===== src/rtl/pixel_stream_proc.sv =====
// pixel_stream_proc: two-stage RGB pixel processor on a valid/ready stream.
// S1 captures the pixel with its mode/operand and computes gray; S2 applies
// the selected mode, registers the result, and keeps per-frame pixel counts.
module pixel_stream_proc #(
  parameter int PIX_W = 8,
  parameter int CNT_W = 20
) (
  input  logic             clk,
  input  logic             reset,
  input  logic [2:0]       sel_mod,
  input  logic [PIX_W-1:0] val,
  input  logic [2:0]       ch_mask,
  input  logic             in_valid,
  output logic             in_ready,
  input  logic             in_last,
  input  logic [PIX_W-1:0] red,
  input  logic [PIX_W-1:0] green,
  input  logic [PIX_W-1:0] blue,
  output logic             out_valid,
  input  logic             out_ready,
  output logic             out_last,
  output logic [PIX_W-1:0] red_o,
  output logic [PIX_W-1:0] green_o,
  output logic [PIX_W-1:0] blue_o,
  output logic             frame_done,
  output logic [CNT_W-1:0] px_count
);

  typedef enum logic [2:0] {
    MODE_GRAY   = 3'b000,
    MODE_BRIGHT = 3'b001,
    MODE_DARK   = 3'b010,
    MODE_INVERT = 3'b011,
    MODE_THRESH = 3'b100,
    MODE_MASK   = 3'b101,
    MODE_SWAP   = 3'b110,
    MODE_PASS   = 3'b111
  } mode_e;

  typedef struct packed {
    logic [PIX_W-1:0] r;
    logic [PIX_W-1:0] g;
    logic [PIX_W-1:0] b;
  } rgb_t;

  localparam int               GRAY_W  = PIX_W + 9;
  localparam logic [PIX_W-1:0] MAXV    = '1;
  localparam logic [CNT_W-1:0] CNT_MAX = '1;

  // Saturating add: the carry out of the PIX_W+1-bit sum selects MAXV.
  function automatic logic [PIX_W-1:0] sat_add(input logic [PIX_W-1:0] c,
                                               input logic [PIX_W-1:0] v);
    logic [PIX_W:0] s;
    s = {1'b0, c} + {1'b0, v};
    return s[PIX_W] ? MAXV : s[PIX_W-1:0];
  endfunction

  // Floor-at-zero subtract, decided by compare so it never wraps.
  function automatic logic [PIX_W-1:0] sat_sub(input logic [PIX_W-1:0] c,
                                               input logic [PIX_W-1:0] v);
    return (c >= v) ? (c - v) : '0;
  endfunction

  // Stage 1 state
  logic             s1_valid_q, s1_valid_d;
  logic             s1_last_q, s1_last_d;
  mode_e            s1_mode_q, s1_mode_d;
  logic [PIX_W-1:0] s1_val_q, s1_val_d;
  logic [2:0]       s1_mask_q, s1_mask_d;
  rgb_t             s1_px_q, s1_px_d;
  logic [PIX_W-1:0] s1_gray_q, s1_gray_d;

  // Stage 2 / output state
  logic             out_valid_q, out_valid_d;
  logic             out_last_q, out_last_d;
  rgb_t             out_px_q, out_px_d;
  logic             frame_done_q, frame_done_d;
  logic [CNT_W-1:0] px_count_q, px_count_d;
  logic [CNT_W-1:0] running_q, running_d;

  logic             adv;
  logic [GRAY_W-1:0] gray_sum;
  rgb_t             mode_res;

  assign adv      = !out_valid_q || out_ready;
  assign in_ready = adv;

  // Luma weights sum to 256, so the shifted sum always fits in PIX_W bits.
  always_comb begin
    gray_sum = GRAY_W'(77) * GRAY_W'(red) + GRAY_W'(150) * GRAY_W'(green)
             + GRAY_W'(29) * GRAY_W'(blue);
  end

  // S1: capture pixel plus its per-pixel controls; hold when the output stalls.
  always_comb begin
    // NOTE: every always_comb output gets a default first so no path can infer a latch.
    s1_valid_d = s1_valid_q;
    s1_last_d  = s1_last_q;
    s1_mode_d  = s1_mode_q;
    s1_val_d   = s1_val_q;
    s1_mask_d  = s1_mask_q;
    s1_px_d    = s1_px_q;
    s1_gray_d  = s1_gray_q;
    if (adv) begin
      s1_valid_d = in_valid;
      if (in_valid) begin
        s1_last_d = in_last;
        s1_mode_d = mode_e'(sel_mod);
        s1_val_d  = val;
        s1_mask_d = ch_mask;
        s1_px_d   = '{r: red, g: green, b: blue};
        s1_gray_d = gray_sum[PIX_W+7:8];
      end
    end
  end

  // Mode mux on the S1 contents, so each pixel uses the mode it arrived with.
  always_comb begin
    mode_res = s1_px_q;
    unique case (s1_mode_q)
      MODE_GRAY:   mode_res = '{r: s1_gray_q, g: s1_gray_q, b: s1_gray_q};
      MODE_BRIGHT: mode_res = '{r: sat_add(s1_px_q.r, s1_val_q),
                                g: sat_add(s1_px_q.g, s1_val_q),
                                b: sat_add(s1_px_q.b, s1_val_q)};
      MODE_DARK:   mode_res = '{r: sat_sub(s1_px_q.r, s1_val_q),
                                g: sat_sub(s1_px_q.g, s1_val_q),
                                b: sat_sub(s1_px_q.b, s1_val_q)};
      MODE_INVERT: mode_res = '{r: MAXV - s1_px_q.r, g: MAXV - s1_px_q.g,
                                b: MAXV - s1_px_q.b};
      MODE_THRESH: begin
        mode_res.r = (s1_gray_q >= s1_val_q) ? MAXV : '0;
        mode_res.g = mode_res.r;
        mode_res.b = mode_res.r;
      end
      MODE_MASK:   mode_res = '{r: s1_mask_q[2] ? s1_px_q.r : '0,
                                g: s1_mask_q[1] ? s1_px_q.g : '0,
                                b: s1_mask_q[0] ? s1_px_q.b : '0};
      MODE_SWAP:   mode_res = '{r: s1_px_q.b, g: s1_px_q.g, b: s1_px_q.r};
      MODE_PASS:   mode_res = s1_px_q;
    endcase
  end

  // S2 load and frame counting; data only changes when a real pixel lands.
  always_comb begin
    out_valid_d  = out_valid_q;
    out_last_d   = out_last_q;
    out_px_d     = out_px_q;
    running_d    = running_q;
    px_count_d   = px_count_q;
    frame_done_d = 1'b0;
    if (adv) begin
      out_valid_d = s1_valid_q;
      if (s1_valid_q) begin
        out_last_d = s1_last_q;
        out_px_d   = mode_res;
      end
    end
    if (out_valid_q && out_ready) begin
      running_d = (running_q == CNT_MAX) ? running_q : running_q + CNT_W'(1);
      if (out_last_q) begin
        px_count_d   = running_d;
        frame_done_d = 1'b1;
        running_d    = '0;
      end
    end
  end

  // All state registers, cleared asynchronously.
  always_ff @(posedge clk or negedge reset) begin
    if (!reset) begin
      // NOTE: sequential state uses non-blocking assignments so every flop samples pre-edge values.
      s1_valid_q   <= 1'b0;
      s1_last_q    <= 1'b0;
      s1_mode_q    <= MODE_GRAY;
      s1_val_q     <= '0;
      s1_mask_q    <= '0;
      s1_px_q      <= '0;
      s1_gray_q    <= '0;
      out_valid_q  <= 1'b0;
      out_last_q   <= 1'b0;
      out_px_q     <= '0;
      frame_done_q <= 1'b0;
      px_count_q   <= '0;
      running_q    <= '0;
    end else begin
      s1_valid_q   <= s1_valid_d;
      s1_last_q    <= s1_last_d;
      s1_mode_q    <= s1_mode_d;
      s1_val_q     <= s1_val_d;
      s1_mask_q    <= s1_mask_d;
      s1_px_q      <= s1_px_d;
      s1_gray_q    <= s1_gray_d;
      out_valid_q  <= out_valid_d;
      out_last_q   <= out_last_d;
      out_px_q     <= out_px_d;
      frame_done_q <= frame_done_d;
      px_count_q   <= px_count_d;
      running_q    <= running_d;
    end
  end

  assign out_valid  = out_valid_q;
  assign out_last   = out_last_q;
  assign red_o      = out_px_q.r;
  assign green_o    = out_px_q.g;
  assign blue_o     = out_px_q.b;
  assign frame_done = frame_done_q;
  assign px_count   = px_count_q;

endmodule


===== config.mk =====
export PLATFORM = sky130hd
export DESIGN_NAME = pixel_stream_proc
export DESIGN_NICKNAME = d
export VERILOG_FILES = /design/src/rtl/pixel_stream_proc.sv
export SDC_FILE = /design/constraint.sdc
export NUM_CORES = 1
export LEC_CHECK = 0
export BUFFER_PORTS_ARGS = -buffer_cell sky130_fd_sc_hd__buf_2
export CAP_MARGIN = 20
export CELL_PAD_IN_SITES_DETAIL_PLACEMENT = 0
export CELL_PAD_IN_SITES_GLOBAL_PLACEMENT = 1
export CORE_ASPECT_RATIO = 0.8
export CORE_MARGIN = 2
export CORE_UTILIZATION = 40
export DETAILED_ROUTE_END_ITERATION = 8
export PLACE_DENSITY = 0.75
export SLEW_MARGIN = 10
export SYNTH_ARGS = -nofsm -noshare
export SYNTH_HDL_FRONTEND = slang
export SYNTH_SLANG_ARGS = --single-unit

===== constraint.sdc =====
create_clock -name clk -period 3.85 [get_ports clk]
set_clock_uncertainty 0.1 [all_clocks]
set_input_delay 0.77 -clock clk [delete_from_list [all_inputs] [get_ports clk]]
set_output_delay 0.77 -clock clk [all_outputs]
set_load 0.02 [all_outputs]

==> impl_metrics.csv <==
group,metric,value,unit
synthesis,synth_edf_count,0,
pwr,p_clk_frac,0.139,
clock_network,htreeDepth,4,
sta,max_clock_freq,165,MHz
cells_and_area,drive_above_1_share,0.239,
route,drtIter0Drc,672,
synthesis,yosysMostFrequentCell,"ha_1",
synthesis,ys_warn_count,0,
synthesis,synthTopCellsByArea,"dfrtp_1, ha_1, fa_1",
placement,place_ws,-2.71,ns
cells_and_area,final_nets,1608,
placement,numPlacedInstances,1704,
synthesis,synth_seq_cells,115,
cells_and_area,syn2layout_area_growth,22.5,%
clock_network,cts_tree,"done",
worst_setup_path,worst_ep_required_time,4.04,ns
worst_setup_path,cp-start-kind,"input port",
grt,antenna_found_initial,0,
pwr,seq_power_share,0.151,
pwr,power.density,912,nW/um^2
clock_network,clk_pin_slew,0.06,ns
sta,period_minus_slack,6.06,ns
flow_run,maxCapViolCount,0,
clock_network,cts_buffers,17,
die,start_util,0.405,
worst_setup_path,critPathCaptureType,"register",
pwr,intPower,6.98,mW
synthesis,syn_nets,1458,
sta,slew_headroom,0.397,
synthesis,ys.flop_type,"dfrtp_1",
sta,fin_ws,-2.21,ns
cells_and_area,n_antenna_cell,0,
worst_setup_path,arrival,6.25,ns
synthesis,syn_avg_cell_area,9.10,um^2
route,dr_total_vias,9355,
placement,place.gp.congestion,0.959,
cells_and_area,fin_cells,1740,
die,num_io_pins,91,
clock_network,cts_root_buffer,"clkbuf_16",
clock_network,cts_hold_buf,0,
sta,grt_setup_unrepaired,"yes",
route,routed_wl,32200,um
placement,dp_hpwl,25300,um
route,wire_per_inst,18.5,um
synthesis,synth_top_cell_by_area,"dfrtp_1",
grt,gr-total-overflow,0,
die,die_w,190,um
clock_network,clk_latency,0.43,ns
grt,grt_usage,0.228,
cells_and_area,fin_util,0.497,
pwr,combPwrFrac,0.710,
synthesis,yosysSeqAreaShare,0.261,
die,fp.dieArea,28900,um^2
grt,grt_pass1_vias,9267,
route,drc_errors,0,
hold_path,hold_class,"in -> async",
sta,hold_slack,0.309,ns
sta,setup_violations,8,
route,viasPerCell,5.38,
route,ant_nets,0,
clock_network,clock-sinks,115,
pwr,swShare,0.434,
pwr,p_sw,5.35,mW
outcome,violations,"setup timing",
route,dr.pass1.iters,5,
die,rows,54,
die,core,27200,um^2
sta,tightest_slew,0.905,ns
placement,dpl_cell_area,12500,um^2
clock_network,cts_buffer_depth,2,
sta,finalHoldViolCount,0,
synthesis,async_reset_ff_frac,1.00,
cells_and_area,stdcell_area,13500,um^2
synthesis,synth_top_area_share,0.261,
synthesis,synth_common_cells,"ha_1, inv_1, dfrtp_1, nand2_1, o21ai_0",
worst_setup_path,crit_path_max_fanout,3,
synthesis,syn_inst,1213,
sta,finalCritPeriodShare,1.57,
synthesis,yosys.cell_types.count,74,
synthesis,syn_area,11000,um^2
sta,drv_slew,0,
outcome,outcome,"complete, but fails checks",
pwr,power,12.3,mW
sta,fin_tns_setup,-15.75,ns
placement,port_buffers,90,
pwr,worst_ir_drop_vdd,0.769,mV
die,fp.dieH,153,um
worst_setup_path,ff2ff_path_depth,11,
grt,grt_max_degree,58,
grt,grt_pass1_wl,51600,um
worst_setup_path,crit_type,"in -> reg",
pwr,leakage,6.29,nW
cells_and_area,num-fill-cells,2587,
[critical path, cell delays in order]
cell and delay (ns):
buf_8 0.10, ha_4 0.23, ha_4 0.24, ha_4 0.26, inv_2 0.03, fa_1 0.51, inv_2 0.05, ha_4 0.25
a21oi_4 0.21, xnor2_4 0.10, fa_1 0.50, inv_2 0.04, fa_1 0.44, fa_1 0.49, inv_1 0.05, fa_1 0.52
ha_4 0.22, o211ai_1 0.09, nand2_1 0.10, and3_1 0.18, a221o_1 0.34, a221oi_2 0.29, xnor2_1 0.15, o21ai_1 0.07
[cell families (layout without fill, tap and decap cells)]
| logic type | after synthesis | in the layout | share of synthesized area |
|---|---|---|---|
| AO/OA/AOI/OAI | 326 | 326 | 0.186 |
| AND/OR/NAND/NOR | 279 | 279 | 0.122 |
| adder cells (fa/ha/maj) | 202 | 202 | 0.271 |
| buffers and inverters | 182 | 345 | 0.0641 |
| flip-flops | 115 | 115 | 0.261 |
| XOR/XNOR | 63 | 63 | 0.0500 |
| multiplexers | 46 | 46 | 0.0467 |
[flip-flops by register name, indices dropped and copies added, names as in the netlist, 3 cells and up]
| register | flops |
|---|---|
| s1_px_q | 24 |
| px_count | 20 |
| running_q | 20 |
| blue_o | 8 |
| green_o | 8 |
| red_o | 8 |
| s1_gray_q | 8 |
| s1_val_q | 8 |
| s1_mask_q | 3 |
| s1_mode_q | 3 |
[layer usage]
layer | vias to the layer above | GRT usage | routed length (um)
li1 | 4521 | - | -
met1 | 4540 | 0.338 | 16200
met2 | 253 | 0.344 | 14000
met3 | 41 | 0.0318 | 1480
met4 | 0 | 0.0661 | 560
met5 | - | 0 | 0
[what timing repair did]
action / in CTS / in global routing
resized for setup: 40 / 19
pin swaps: 31 / 15
endpoints found under the hold margin: 0 / 0
endpoints found under the setup margin: 8 / 8
buffers inserted: 2 / 2
[cell type report]
cell class | count | area [um^2] | share of cell area
Multi-Input combinational cell | 916 | 7860 | 0.581
Sequential cell | 115 | 2880 | 0.213
Timing Repair Buffer | 183 | 1210 | 0.0892
Inverter | 130 | 488 | 0.0361
Clock buffer | 20 | 467 | 0.0345
Tap cell | 364 | 455 | 0.0337
Clock inverter | 12 | 169 | 0.0125
[layout by cell type (no fill, tap or decap), types with 8 or more instances in the layout]
master | netlist | routed
nor2b_1 | 15 | 15
a31oi_1 | 16 | 16
o31ai_1 | 9 | 9
nor3_1 | 9 | 9
xnor2_1 | 46 | 43
dfrtp_1 | 115 | 115
inv_1 | 130 | 124
xor2_1 | 17 | 16
o21ai_1 | 9 | 16
nand3_1 | 16 | 15
and3_1 | 8 | 8
a211oi_1 | 9 | 8
fa_1 | 61 | 59
nand2_1 | 106 | 104
clkbuf_16 | 0 | 17
ha_1 | 141 | 120
nor2_1 | 72 | 71
buf_4 | 1 | 89
o21ai_0 | 104 | 97
a2111oi_0 | 8 | 8
a21oi_1 | 76 | 71
buf_2 | 10 | 85
nand2b_1 | 11 | 11
ha_4 | 0 | 21
a21oi_2 | 5 | 8
mux2_2 | 44 | 44
a21o_1 | 12 | 12
a22o_1 | 11 | 11
[power by group through the flow]
stage,sequential (mW),clock [mW],combinational [mW]
2_1_floorplan,1.92,0,4.86
6_report,1.86,1.72,8.75
3_3_place_gp,1.87,0,7.20
5_1_grt,1.90,1.79,9.64
3_5_place_dp,1.88,0,7.37
4_1_cts,1.86,1.74,8.21
[worst paths after layout]
kind                                   from             to  slack (ns)
worst max-delay path               green[5]   s1_gray_q[7]       -2.21
worst min-delay path                  reset       red_o[5]        0.31
worst max register to register  s1_val_q[0]       red_o[3]        0.32
worst min register to register  px_count[5]    px_count[5]        0.37
max in group asynchronous             reset  running_q[19]        2.38
min in group clk                px_count[5]    px_count[5]        0.37
Power figures use the tool's default switching activity.
